**src/rtl/ysyx_22040931_pipe_ctrl.sv**
```systemverilog
// Pipeline stall/flush/redirect sequencer: merges hazard and busy sources into one
// coherent set of per-stage hold/bubble controls plus a single PC redirect.
module ysyx_22040931_pipe_ctrl #(
    parameter int unsigned PC_W  = 64,
    parameter int unsigned CNT_W = 32
) (
    input  logic             clock,
    input  logic             reset,
    input  logic             if_busy,
    input  logic             mem_busy,
    input  logic             ex_busy,
    input  logic             load_stall,
    input  logic             branch_taken,
    input  logic [PC_W-1:0]  branch_target,
    input  logic             fence_i,
    input  logic [PC_W-1:0]  id_pc,
    input  logic             pipe_empty,
    output logic             stall_pc,
    output logic             stall_if_id,
    output logic             stall_id_ex,
    output logic             stall_ex_mem,
    output logic             flush_if_id,
    output logic             flush_id_ex,
    output logic             flush_ex_mem,
    output logic             flush_mem_wb,
    output logic             redirect_valid,
    output logic [PC_W-1:0]  redirect_pc,
    output logic [CNT_W-1:0] stall_cycles
);

    typedef enum logic [1:0] {
        S_RUN       = 2'd0,
        S_REDIR_WAIT = 2'd1,
        S_DRAIN     = 2'd2
    } state_e;

    state_e            state_q, state_d;
    logic [PC_W-1:0]   pend_pc_q, pend_pc_d;
    logic [CNT_W-1:0]  cnt_q, cnt_d;

    // Next state and zero-latency controls; everything is forced low while in reset.
    always_comb begin
        state_d        = state_q;
        pend_pc_d      = pend_pc_q;
        stall_pc       = 1'b0;
        stall_if_id    = 1'b0;
        stall_id_ex    = 1'b0;
        stall_ex_mem   = 1'b0;
        flush_if_id    = 1'b0;
        flush_id_ex    = 1'b0;
        flush_ex_mem   = 1'b0;
        flush_mem_wb   = 1'b0;
        redirect_valid = 1'b0;
        redirect_pc    = '0;

        if (!reset) begin
            case (state_q)
                S_RUN: begin
                    if (mem_busy) begin
                        stall_pc     = 1'b1;
                        stall_if_id  = 1'b1;
                        stall_id_ex  = 1'b1;
                        stall_ex_mem = 1'b1;
                        flush_mem_wb = 1'b1;
                    end else if (ex_busy) begin
                        stall_pc     = 1'b1;
                        stall_if_id  = 1'b1;
                        stall_id_ex  = 1'b1;
                        flush_ex_mem = 1'b1;
                    end else if (load_stall) begin
                        stall_pc    = 1'b1;
                        stall_if_id = 1'b1;
                        flush_id_ex = 1'b1;
                    end else if (branch_taken) begin
                        flush_if_id = 1'b1;
                        if (!if_busy) begin
                            redirect_valid = 1'b1;
                            redirect_pc    = branch_target;
                        end else begin
                            pend_pc_d = branch_target;
                            state_d   = S_REDIR_WAIT;
                        end
                    end else if (fence_i) begin
                        stall_pc    = 1'b1;
                        stall_if_id = 1'b1;
                        flush_id_ex = 1'b1;
                        pend_pc_d   = id_pc + PC_W'(4);
                        state_d     = S_DRAIN;
                    end
                end

                S_REDIR_WAIT: begin
                    // IF/ID keeps taking bubbles so the stale fetch is discarded.
                    stall_pc    = 1'b1;
                    flush_if_id = 1'b1;
                    if (mem_busy) begin
                        stall_id_ex  = 1'b1;
                        stall_ex_mem = 1'b1;
                        flush_mem_wb = 1'b1;
                    end else if (ex_busy) begin
                        stall_id_ex  = 1'b1;
                        flush_ex_mem = 1'b1;
                    end
                    if (!if_busy) begin
                        redirect_valid = 1'b1;
                        redirect_pc    = pend_pc_q;
                        state_d        = S_RUN;
                    end
                end

                S_DRAIN: begin
                    // A busy downstream stage holds ID/EX instead of bubbling it.
                    stall_pc = 1'b1;
                    if (mem_busy) begin
                        stall_id_ex  = 1'b1;
                        stall_ex_mem = 1'b1;
                        flush_mem_wb = 1'b1;
                    end else if (ex_busy) begin
                        stall_id_ex  = 1'b1;
                        flush_ex_mem = 1'b1;
                    end else begin
                        flush_id_ex = 1'b1;
                    end
                    if (pipe_empty && !if_busy) begin
                        flush_if_id    = 1'b1;
                        redirect_valid = 1'b1;
                        redirect_pc    = pend_pc_q;
                        state_d        = S_RUN;
                    end else begin
                        stall_if_id = 1'b1;
                    end
                end

                default: state_d = S_RUN;
            endcase
        end
    end

    // Saturating count of PC-hold cycles.
    always_comb begin
        cnt_d = cnt_q;
        if (stall_pc && (cnt_q != {CNT_W{1'b1}})) begin
            cnt_d = cnt_q + CNT_W'(1);
        end
    end

    always_ff @(posedge clock) begin
        if (reset) begin
            state_q   <= S_RUN;
            pend_pc_q <= '0;
            cnt_q     <= '0;
        end else begin
            state_q   <= state_d;
            pend_pc_q <= pend_pc_d;
            cnt_q     <= cnt_d;
        end
    end

    assign stall_cycles = cnt_q;

endmodule
```
**config.mk**
```make
export PLATFORM = sky130hd
export DESIGN_NAME = ysyx_22040931_pipe_ctrl
export DESIGN_NICKNAME = d
export VERILOG_FILES = /design/src/rtl/ysyx_22040931_pipe_ctrl.sv
export SDC_FILE = /design/constraint.sdc
export NUM_CORES = 1
export LEC_CHECK = 0
export ABC_CLOCK_PERIOD_IN_PS = 4490
export BUFFER_PORTS_ARGS = -buffer_cell sky130_fd_sc_hd__buf_4
export CAP_MARGIN = 10
export CORE_ASPECT_RATIO = 1.4
export CORE_MARGIN = 2
export CORE_UTILIZATION = 50
export DETAILED_ROUTE_END_ITERATION = 16
export PLACE_DENSITY = 0.9
export SLEW_MARGIN = 40
export SYNTH_ARGS = -nofsm -noshare
export SYNTH_HDL_FRONTEND = slang
export SYNTH_SLANG_ARGS = --single-unit
```
**constraint.sdc**
```tcl
create_clock -name clock -period 4.49 [get_ports clock]
set_clock_uncertainty 0.05 [all_clocks]
set_input_delay 0.898 -clock clock [delete_from_list [all_inputs] [get_ports clock]]
set_output_delay 0.898 -clock clock [all_outputs]
set_load 0.03 [all_outputs]
```
After elaboration in Yosys (flattened, before gate mapping)
Cells that the tools add are included. W data, S select, Z words.

Bitwise logic cells: 3. Equal/unequal tests: 11. Multiplexer cells: 61. $add $sub $neg: 2. Reduce and logical (&&, ||, !) cells: 9.

Operator list (number): $mux W64 (11); $pmux W64 S3 (1); $add A64 B3 Y64 const B (1); $mux W1 (35); $add A32 B1 Y32 const B (1); $ne A32 B32 Y1 const B (1); $mux W2 (8); $ne A2 B2 Y1 const B (6); $reduce_and A7 Y1 (1); $ne A3 B3 Y1 const B (2); $pmux W1 S2 (3); $pmux W1 S3 (2); $pmux W2 S3 (1); $reduce_and A6 Y1 (1); $not A1 Y1 (3); $reduce_or A3 Y1 (1); $eq A2 B1 Y1 const B (1); $eq A2 B2 Y1 const B (1); $logic_and A1 B1 Y1 (2); $logic_not A2 Y1 (1); $reduce_bool A2 Y1 (1); $reduce_or A2 Y1 (1); $logic_not A1 Y1 (1).

Word-level logic and storage cells: 89. Bits in registers: 98. Bits of input ports: 137. Output and inout port bits: 105.

Logic depth before layout (Yosys ltp)
Depth after elaboration: 8. Mapped depth: 9. Gate-level depth less buffers: 7.

Worst setup path after synthesis
Ideal clock, no wire load.

Path kind: in2out. Start point: input mem_busy. End point: output redirect_pc[10]. Setup slack: 633 ps. Stages on the path: 6. Arrival time: 2909 ps. Path buffers: 2. Data required time: 3542 ps. Cell sequence: or3_1 -> clkbuf_1 -> nor3_1 -> clkbuf_1 -> a22oi_1 -> nor2_1.

Longest elaborated chain between the ends: 3.

Ends and longest elaborated chain: start: declaration (RTL line 10) `input logic mem_busy,`; $mux W64 (RTL line 59) `if (mem_busy) begin`; $pmux W64 S3 (RTL line 57) `case (state_q)`; $mux W64 (RTL line 56) `if (!reset) begin`; end: declaration (RTL line 27) `output logic [PC_W-1:0] redirect_pc,`.

No other way between the ends.

Worst setup path after layout
Start point: input mem_busy. End point: output redirect_pc[43].

The elaborated chain is that of the path after synthesis.

==> run metrics <==
Ant. Diodes=0; CTS tree=built; global routing usage on met3=between 4 and 5%; PortBufs=around 240; synthesized area=between 7000 and 8000 um^2; grt peak-use layer=met2; Worst-path clk slew=around 70 ps; Num Clock Sinks=98; routability cong.=0.908; Finished Layout Cells=~1400; R2R setup slack=around 1400 ps; worst-margin pin slew=around 760 ps; router iterations before antenna repair=6; CTS root buf=clkbuf_16; Storage cell area=between 1500 and 2000 um^2; placed cell areas=~9100 um^2; Final Setup Violations=0; wire length of the first global-routing pass=between 30 and 40 mm; Remaining Overflow, GRT=0; number of synthesized flops with an enable pin=0; critical path class=in2out; post-DP HPWL=18.3 mm; reg2reg end=stall_cycles[26]$_SDFFE_PP0P_; Die Height=~150 um; row count=51; final wirelength=roughly 25 mm; latest clock arrival within the worst-skew pair=340 ps; most frequent cells in the layout=buf_4 (257), dfxtp_1 (98), nor2_1 (93); I/O pins=242; Min-Delay Endpoint=pend_pc_q[14]$_SDFFE_PP0P_; Worst setup EP type=primary output; crit path DAT=~2700 ps; largest net degree at the start of global routing=60; Die Wd=105 um; pwr dens=roughly 220 nW/um^2; max_cap viols=0; r2r startpoint=state_q[0]$_SDFFE_PP0P_; RSZ-0062 raised after global routing=false; sequence of cells on the critical path=buf_4 > or3_1 > nor3_2 > buf_4 > a22oi_1 > nor2_1 > buf_4; gr usage total=31.1%; initial antenna violation count=0; synthesized area per cell=around 7.2 um^2; Inserted Clock Buffers=9; startpoint types=primary input; core area=around 14000 um^2; met2 Use GR=55.1%; Worst Hold Class=reg2reg; Antenna Violating Nets Remaining=0; Yosys reg bits=between 90 and 100; number of global-route vias before repair=between 8000 and 9000; sequential area share after synthesis=between 20% and 30%; largest fanout on the critical path=32; die area=between 15000 and 20000 um^2; cells after synthesis=between 900 and 1000; syn_nets=~1100; fin crit share=80.8%; CTS hold repair buffers=0; post-layout min period=about 3600 ps; delay of the slowest critical-path stage=around 540 ps; final net count=between 1000 and 1500; layout cells sized above 1=about a quarter; Setup TNS=0 ps; CTS Buffer Depth=2; Ys Warns=0; slowest stage cell, crit path=or3_1; design area=9410 um^2; Netlist cell types=56; DR DRC count=0; initial core utilization=about half; main flop type after synthesis=dfxtp_1; area grow syn2layout=31.2%; Critical Path Most Common Cell=buf_4; Fill cells=roughly 1200; H-tree depth=3; post-cts sizing count=0; Worst Path Required=3540 ps; Hold Crit Start=pend_pc_q[14]$_SDFFE_PP0P_; most common cell after layout, fill and taps aside=buf_4; R2R depth=6; via count=about 8700; maximum clock rate=0.276 GHz; starting DRC count in detailed routing=about 650; VDD IR max=approximately 0.00016 V; dpl cells=between 1000 and 1500; status=completed; number of cells on the worst hold path=2; final hold viol count=0; Via density=around 6.4; Synth async-reset ratio=0%; Slew Viols, Final=0; Slew HR=49.0%; P_leak=~3.6 nW; GR Util met1=a little over a third; multi-input logic area=~5000 um^2; post-CTS setup buffer count=0; Wirelength per Cell=18.4 um; Total Power=a little over 0.002 W
-- flip-flops by register name (all words and copies together), names as in the netlist --
signal,flops
pend_pc_q,64
stall_cycles,32
state_q,2
-- stage by stage --
stage / worst slack, ps / utilization, % / hold WS, ps
final: 864 / 67.4 / 419
after floorplan: 633 / - / 382
after detailed placement: 854 / 65.0 / 399
after CTS: 844 / 67.1 / 410
after global placement: 902 / 64.8 / 400
after global routing: 765 / 67.4 / 427
-- Yosys cell counts (4+ instances only) --
library cell / count / share of area [%]
a211oi_1: 5 / 0.52
a21oi_1: 61 / 4.3
a22oi_1: 66 / 6.9
a31o_2: 4 / 0.49
a31oi_1: 16 / 1.4
a32oi_1: 4 / 0.49
and2_1: 7 / 0.61
and3_1: 41 / 3.6
and4_1: 19 / 2.3
clkbuf_1: 81 / 4.2
dfxtp_1: 98 / 27
ha_1: 6 / 1.0
inv_1: 19 / 0.99
mux2i_1: 9 / 1.3
nand2_1: 80 / 4.2
nand2b_1: 14 / 1.2
nand3_1: 58 / 4.0
nand3b_1: 5 / 0.52
nand4_1: 29 / 2.5
nor2_1: 94 / 4.9
nor2b_1: 6 / 0.52
nor3_1: 23 / 1.6
nor4_1: 28 / 2.4
o211ai_1: 23 / 2.4
o21a_1: 5 / 0.52
o21ai_0: 36 / 2.5
o22ai_1: 12 / 1.0
o311ai_0: 13 / 1.6
o31a_1: 9 / 1.1
o31ai_1: 17 / 1.8
o41ai_1: 10 / 1.2
or3_1: 13 / 1.1
or4_1: 20 / 2.1
xnor2_1: 18 / 2.2
xor2_1: 10 / 1.2
-- per-layer routing --
layer | wire length (um) | share of wire (%)
met1 | 9580 | 38
met2 | 12800 | 51
met3 | 1670 | 6.6
met4 | 1030 | 4.1
met5 | 0 | 0
-- area by class of cell --
class / instances / share of cell area [%]
repair buffers: 260 / 21.2
flip-flops and latches: 98 / 20.8
multi-input cells: 787 / 51.6
inverters: 19 / 0.758
well taps: 185 / 2.46
clock buffers: 11 / 2.58
clock inverters: 4 / 0.545
-- cells by family after synthesis --
family	share of synthesized area (%)
AOI/OAI and AO/OA	28.0
xor gates and xnor gates	3.42
adders and majority gates	1.05
buffers and inverters	5.56
DFF	27.3
muxes	1.57
and+or+nand+nor	33.1
-- how the worst max path moves through the flow --
stage,from,to,slack (ps),cells past startpoint
after global routing,mem_busy,redirect_pc[61],760,7
after detailed placement,mem_busy,redirect_pc[43],850,7
after global placement,mem_busy,redirect_pc[36],900,7
after floorplan,mem_busy,redirect_pc[10],630,6
after CTS,mem_busy,redirect_pc[43],840,7
final,mem_busy,redirect_pc[43],860,7
-- critical path: cells and delay by family --
kind / cells / cell delay, ps
AND/OR/NAND/NOR: 3 / 910
buffers and inverters: 3 / 690
AO/OA/AOI/OAI: 1 / 160
-- report_power, final --
part           switching (W)  total [W]  internal, W
sequential         0.0000140   0.000901     0.000887
combinational       0.000206   0.000362     0.000156
clock               0.000342   0.000788     0.000446
total               0.000562    0.00205      0.00149
Note: power is estimated with default switching activity, not from simulation.
